**src/rtl/sync_deglitch.sv**
```systemverilog
// Run-length glitch filter with registered rise/fall strobes and a saturating
// count of rejected transitions, for an already-synchronized discrete input.
module sync_deglitch #(
    parameter int FILTER_CNT = 16,
    parameter bit RST_LEVEL  = 1'b0,
    parameter int GCNT_W     = 8
) (
    input  logic              clk,
    input  logic              rst_n,
    input  logic              d_sync,
    input  logic              en,
    input  logic              glitch_clr,
    output logic              level,
    output logic              rise,
    output logic              fall,
    output logic [GCNT_W-1:0] glitch_cnt
);

    localparam int                CNT_W    = $clog2(FILTER_CNT) + 1;
    localparam logic [CNT_W-1:0]  CNT_LAST = CNT_W'(FILTER_CNT - 1);
    localparam logic [CNT_W-1:0]  CNT_ONE  = CNT_W'(1);
    localparam logic [GCNT_W-1:0] GCNT_MAX = '1;
    localparam logic [GCNT_W-1:0] GCNT_ONE = GCNT_W'(1);

    typedef enum logic [1:0] {
        LO  = 2'd0,
        QHI = 2'd1,
        HI  = 2'd2,
        QLO = 2'd3
    } state_t;

    localparam state_t RST_STATE = RST_LEVEL ? HI : LO;

    state_t            state_reg, state_next;
    logic [CNT_W-1:0]  cnt_reg, cnt_next;
    logic              level_reg, level_next;
    logic              rise_reg, rise_next;
    logic              fall_reg, fall_next;
    logic [GCNT_W-1:0] glitch_cnt_reg, glitch_cnt_next;
    logic              glitch_hit;

    always_ff @(posedge clk or negedge rst_n) begin
        if (!rst_n) begin
            state_reg      <= RST_STATE;
            cnt_reg        <= '0;
            level_reg      <= RST_LEVEL;
            rise_reg       <= 1'b0;
            fall_reg       <= 1'b0;
            glitch_cnt_reg <= '0;
        end else begin
            state_reg      <= state_next;
            cnt_reg        <= cnt_next;
            level_reg      <= level_next;
            rise_reg       <= rise_next;
            fall_reg       <= fall_next;
            glitch_cnt_reg <= glitch_cnt_next;
        end
    end

    always_comb begin
        state_next = state_reg;
        cnt_next   = cnt_reg;
        level_next = level_reg;
        rise_next  = 1'b0;
        fall_next  = 1'b0;
        glitch_hit = 1'b0;

        case (state_reg)
            LO: begin
                if (en && d_sync) begin
                    if (FILTER_CNT == 1) begin
                        state_next = HI;
                        level_next = 1'b1;
                        rise_next  = 1'b1;
                    end else begin
                        state_next = QHI;
                        cnt_next   = CNT_ONE;
                    end
                end
            end
            QHI: begin
                // Disabling aborts qualification silently; only a real reversal counts as a glitch.
                if (!en) begin
                    state_next = LO;
                    cnt_next   = '0;
                end else if (d_sync) begin
                    if (cnt_reg == CNT_LAST) begin
                        state_next = HI;
                        level_next = 1'b1;
                        rise_next  = 1'b1;
                        cnt_next   = '0;
                    end else begin
                        cnt_next = cnt_reg + CNT_ONE;
                    end
                end else begin
                    state_next = LO;
                    cnt_next   = '0;
                    glitch_hit = 1'b1;
                end
            end
            HI: begin
                if (en && !d_sync) begin
                    if (FILTER_CNT == 1) begin
                        state_next = LO;
                        level_next = 1'b0;
                        fall_next  = 1'b1;
                    end else begin
                        state_next = QLO;
                        cnt_next   = CNT_ONE;
                    end
                end
            end
            QLO: begin
                if (!en) begin
                    state_next = HI;
                    cnt_next   = '0;
                end else if (!d_sync) begin
                    if (cnt_reg == CNT_LAST) begin
                        state_next = LO;
                        level_next = 1'b0;
                        fall_next  = 1'b1;
                        cnt_next   = '0;
                    end else begin
                        cnt_next = cnt_reg + CNT_ONE;
                    end
                end else begin
                    state_next = HI;
                    cnt_next   = '0;
                    glitch_hit = 1'b1;
                end
            end
            default: begin
                state_next = RST_STATE;
                cnt_next   = '0;
            end
        endcase
    end

    // Clear wins over a simultaneous rejection; the count sticks at all-ones.
    always_comb begin
        glitch_cnt_next = glitch_cnt_reg;
        if (glitch_clr) begin
            glitch_cnt_next = '0;
        end else if (glitch_hit && (glitch_cnt_reg != GCNT_MAX)) begin
            glitch_cnt_next = glitch_cnt_reg + GCNT_ONE;
        end
    end

    assign level      = level_reg;
    assign rise       = rise_reg;
    assign fall       = fall_reg;
    assign glitch_cnt = glitch_cnt_reg;

endmodule

```
**config.mk**
```make
export PLATFORM = sky130hd
export DESIGN_NAME = sync_deglitch
export DESIGN_NICKNAME = d
export VERILOG_FILES = /design/src/rtl/sync_deglitch.sv
export SDC_FILE = /design/constraint.sdc
export NUM_CORES = 1
export LEC_CHECK = 0
export ABC_AREA = 0
export CAP_MARGIN = 20
export CORE_MARGIN = 5
export CORE_UTILIZATION = 54
export DETAILED_ROUTE_END_ITERATION = 16
export PLACE_DENSITY = 0.81
export SKIP_CTS_REPAIR_TIMING = 1
export SLEW_MARGIN = 20
export SYNTH_ARGS = -nofsm -noshare
export SYNTH_HDL_FRONTEND = slang
export SYNTH_SLANG_ARGS = --single-unit
```
**constraint.sdc**
```tcl
create_clock -name clk -period 5.8 [get_ports clk]
set_clock_uncertainty 0.2 [all_clocks]
set_input_delay 1.16 -clock clk [delete_from_list [all_inputs] [get_ports clk]]
set_output_delay 1.16 -clock clk [all_outputs]
set_load 0.03 [all_outputs]
```
==> flow_summary.ini <==
[worst_setup_path]
r2r_cells = 6
worst_path_max_delay_cell = clkdlybuf4s50_1
crit_path_start = d_sync
reg2reg_from = state_reg[0]
crit_family = simple AND/OR/NAND/NOR gates
cp_cell_sequence = clkdlybuf4s50_1 -> ha_1 -> nand3b_2 -> a21o_4 -> or4_1 -> a21oi_1
cpPeakStageDelay_ps = 570
critical_path_cell_count = 6
critical_path_class = input port to register
worstSetupEndpoint = glitch_cnt[5]
required_ps = 5820
crit_path_end_kind = register
critPathMaxFanout = 6
setup.worst_path.start_class = input port
crit_buf_inv = 1
rrSetupSlack_ps = 3420
worstReg2RegEnd = glitch_cnt[5]
worstPathArrival_ps = 3110

[cells_and_area]
antenna_cell_count = 0
area.growth.synth_to_final_pct = 21.8
finalNetCount = 114
largest_register_ff_count = 8
layout-drive-gt1-share_pct = 10.5
finish.utilization_pct = 71.2

[clock_network]
cts-buffers-inserted = 3
ctsLongestPathBuffers = 2
cts.clk_slew.worst_paths_ps = 100
clk-insertion-delay-late_ps = 290
cts_tree = done
clockRootBuffer = clkbuf_4
htree_num_levels = 1
cts.sink_count = 18

[grt]
wire_length_of_the_first_global_routing_pass_mm = 3.04
grt_overflow = 0
initial_antenna_violation_count = 0
grt_start_max_net_pins = 19
first_global_vias = 662
groute.usage.overall_pct = 15.3

[sta]
setup_repair_after_global_routing_missed_its_margin = false
hold_viol_final = 0
setup_total_negative_slack_ps = 0
fmaxAchievable_mhz = 324
report.final.setup_viol = 0
final_critical_path_share_of_the_clock_period_pct = 53.2
drv_slew = 0
worst_slew_margin_rel_pct = 46.8
worst_slew_pin_slew_ps = 796
layout_setup_ws_ps = 2720
period_needed_ps = 3080

[power_and_ir_drop]
total_switching_power_w = 0.0000513
power.leakage_nw = 0.470
power_switching_share_pct = 22.8
power.density_mw_per_mm2 = 203
power.share.clock_pct = 34.0
power.share.combinational_pct = 7.6
power.ir.vdd_worst_v = 0.000185
power.internal_w = 0.000174
power_frac_seq_pct = 58.4

[floorplanning]
die_w_um = 51.1
placement_rows = 14
die_area_mm2 = 0.00261
floorplan.die.height_um = 51.1
top_level_ports = 16
core-area_mm2 = 0.00156
initial_cell_density_of_the_core_pct = 58.4

[synthesis]
synth_largest_type_area_fraction_pct = 49.5
synth-warning-count = 0
mean_area_per_synthesized_cell_um2 = 10.4
syn_area_um2 = 911
synth.yosys.seq_area_share_pct = 49.5
syn_inst = 88
synth_largest_area_cell = dfrtp_1
synth_common_cells = dfrtp_1, nand2_1, nand3_1
ys.flop_type = dfrtp_1
share_of_cell_area_taken_by_muxes_after_synthesis_pct = 3.43
xor_xnor_fraction_of_synth_area_pct = 6.73
synth_adder_area_share_pct = 4.12
yosys.area_share.simple_pct = 22.7
synth_edf_count = 0
async_reset_ff_share_pct = 100
compound_cell_area_share_of_the_yosys_netlist_pct = 12.0
synth.area.top_cells = dfrtp_1, ha_1, nand3_1
synth_top_family_by_area = simple AND/OR/NAND/NOR gates
ys_seq_elements = 18
post-synth-top-count-cell = dfrtp_1
mappedNetlistNets = 96
synth.distinct_cells = 32

[drt]
vias = 708
drc_violations_left = 0
drt-initial-drc-count = 13
drt_wl_total_mm = 1.73
routedWlPerCell_um = 14.3
route.antenna.remaining_nets = 0
drt-vias-per-instance = 5.85
drtPass1Iterations = 4

[place]
place.port_buffers = 15
place.detailed.hpwl_mm = 1.30
finalWeightedCongestion = 0.837
place_ws_ps = 2390

[hold_path]
worstHoldPathType = register to register

[flow_run]
drv.max_cap_violation_count = 0

[status]
run_status = finished, final reports clean
layout make-up:
cell class	count	area [µm²]
multi-input cells	66	445
inverters	2	7.51
fillers	111	449
repair buffers	15	150
clock buffers	4	36.3
flip-flops and latches	18	450
well taps	16	20.0
power by group through the flow:
stage          combinational [W]  clock (W)  sequential [W]
2_1_floorplan         0.00000909          0        0.000133
3_3_place_gp           0.0000164          0        0.000134
3_5_place_dp           0.0000170          0        0.000134
4_1_cts                0.0000173  0.0000786        0.000132
5_1_grt                0.0000195  0.0000866        0.000132
6_report               0.0000170  0.0000767        0.000132
how the worst min path moves through the flow:
stage / from / endpoint / depth (start not counted)
6_report: cnt_reg[4] / cnt_reg[4] / 1
5_1_grt: cnt_reg[4] / cnt_reg[4] / 1
4_1_cts: cnt_reg[4] / cnt_reg[4] / 1
3_5_place_dp: cnt_reg[4] / cnt_reg[4] / 1
3_3_place_gp: cnt_reg[4] / cnt_reg[4] / 1
2_1_floorplan: cnt_reg[4] / cnt_reg[4] / 1
metrics by stage:
| step | hold slack [ps] | cells | total power, W | instance area [µm²] |
|---|---|---|---|---|
| final | 323 | 121 | 0.000225 | 1110 |
| after global routing | 367 | 121 | 0.000238 | 1110 |
| after CTS | 324 | 121 | 0.000227 | 1110 |
| after detailed placement | 294 | 117 | 0.000151 | 1070 |
| after global placement | 299 | 117 | 0.000150 | 1070 |
| after floorplan | 268 | 88 | 0.000142 | 911 |
per-layer routing:
layer	track usage (%)	vias to the layer above	part of all wire (%)
li1	-	350	-
met1	18.9	342	43
met2	25.3	14	52
met3	3.78	2	4.9
met4	6.73	0	0.58
met5	0	-	0
kinds of logic after synthesis:
logic type | count (synthesis)
AND/OR/NAND/NOR | 36
adder cells (fa/ha/maj) | 3
multiplexers | 3
AO/OA/AOI/OAI | 17
XOR/XNOR | 7
buffers and inverters | 4
flip-flops | 18
placed cells by master, fill, tap and decap left out, drive strengths merged:
cell and count:
nor3 1, and3 1, mux2i 2, a21oi 6, inv 2, a21o 1, nor4b 1, clkbuf 4
nor2 6, nand4b 1, a2111oi 1, o21ai 5, and2 3, ha 3, or4 2, o31ai 2
and4 1, o21a 1, nand3 7, a211oi 1, or3 1, dfrtp 18, clkdlybuf4s50 15, nor3b 2
nand4 2, nand2 7, xnor2 4, mux2 1, nand3b 1, xor2 3
worst reg2reg max path, stage by stage, from the launching register on:
cell and delay, ps:
dfrtp_1 530, and2_1 210, ha_1 250, nand3b_2 260
a21o_4 250, or4_1 460, a21oi_1 150
No activity file was read; power rests on OpenSTA's default activity.
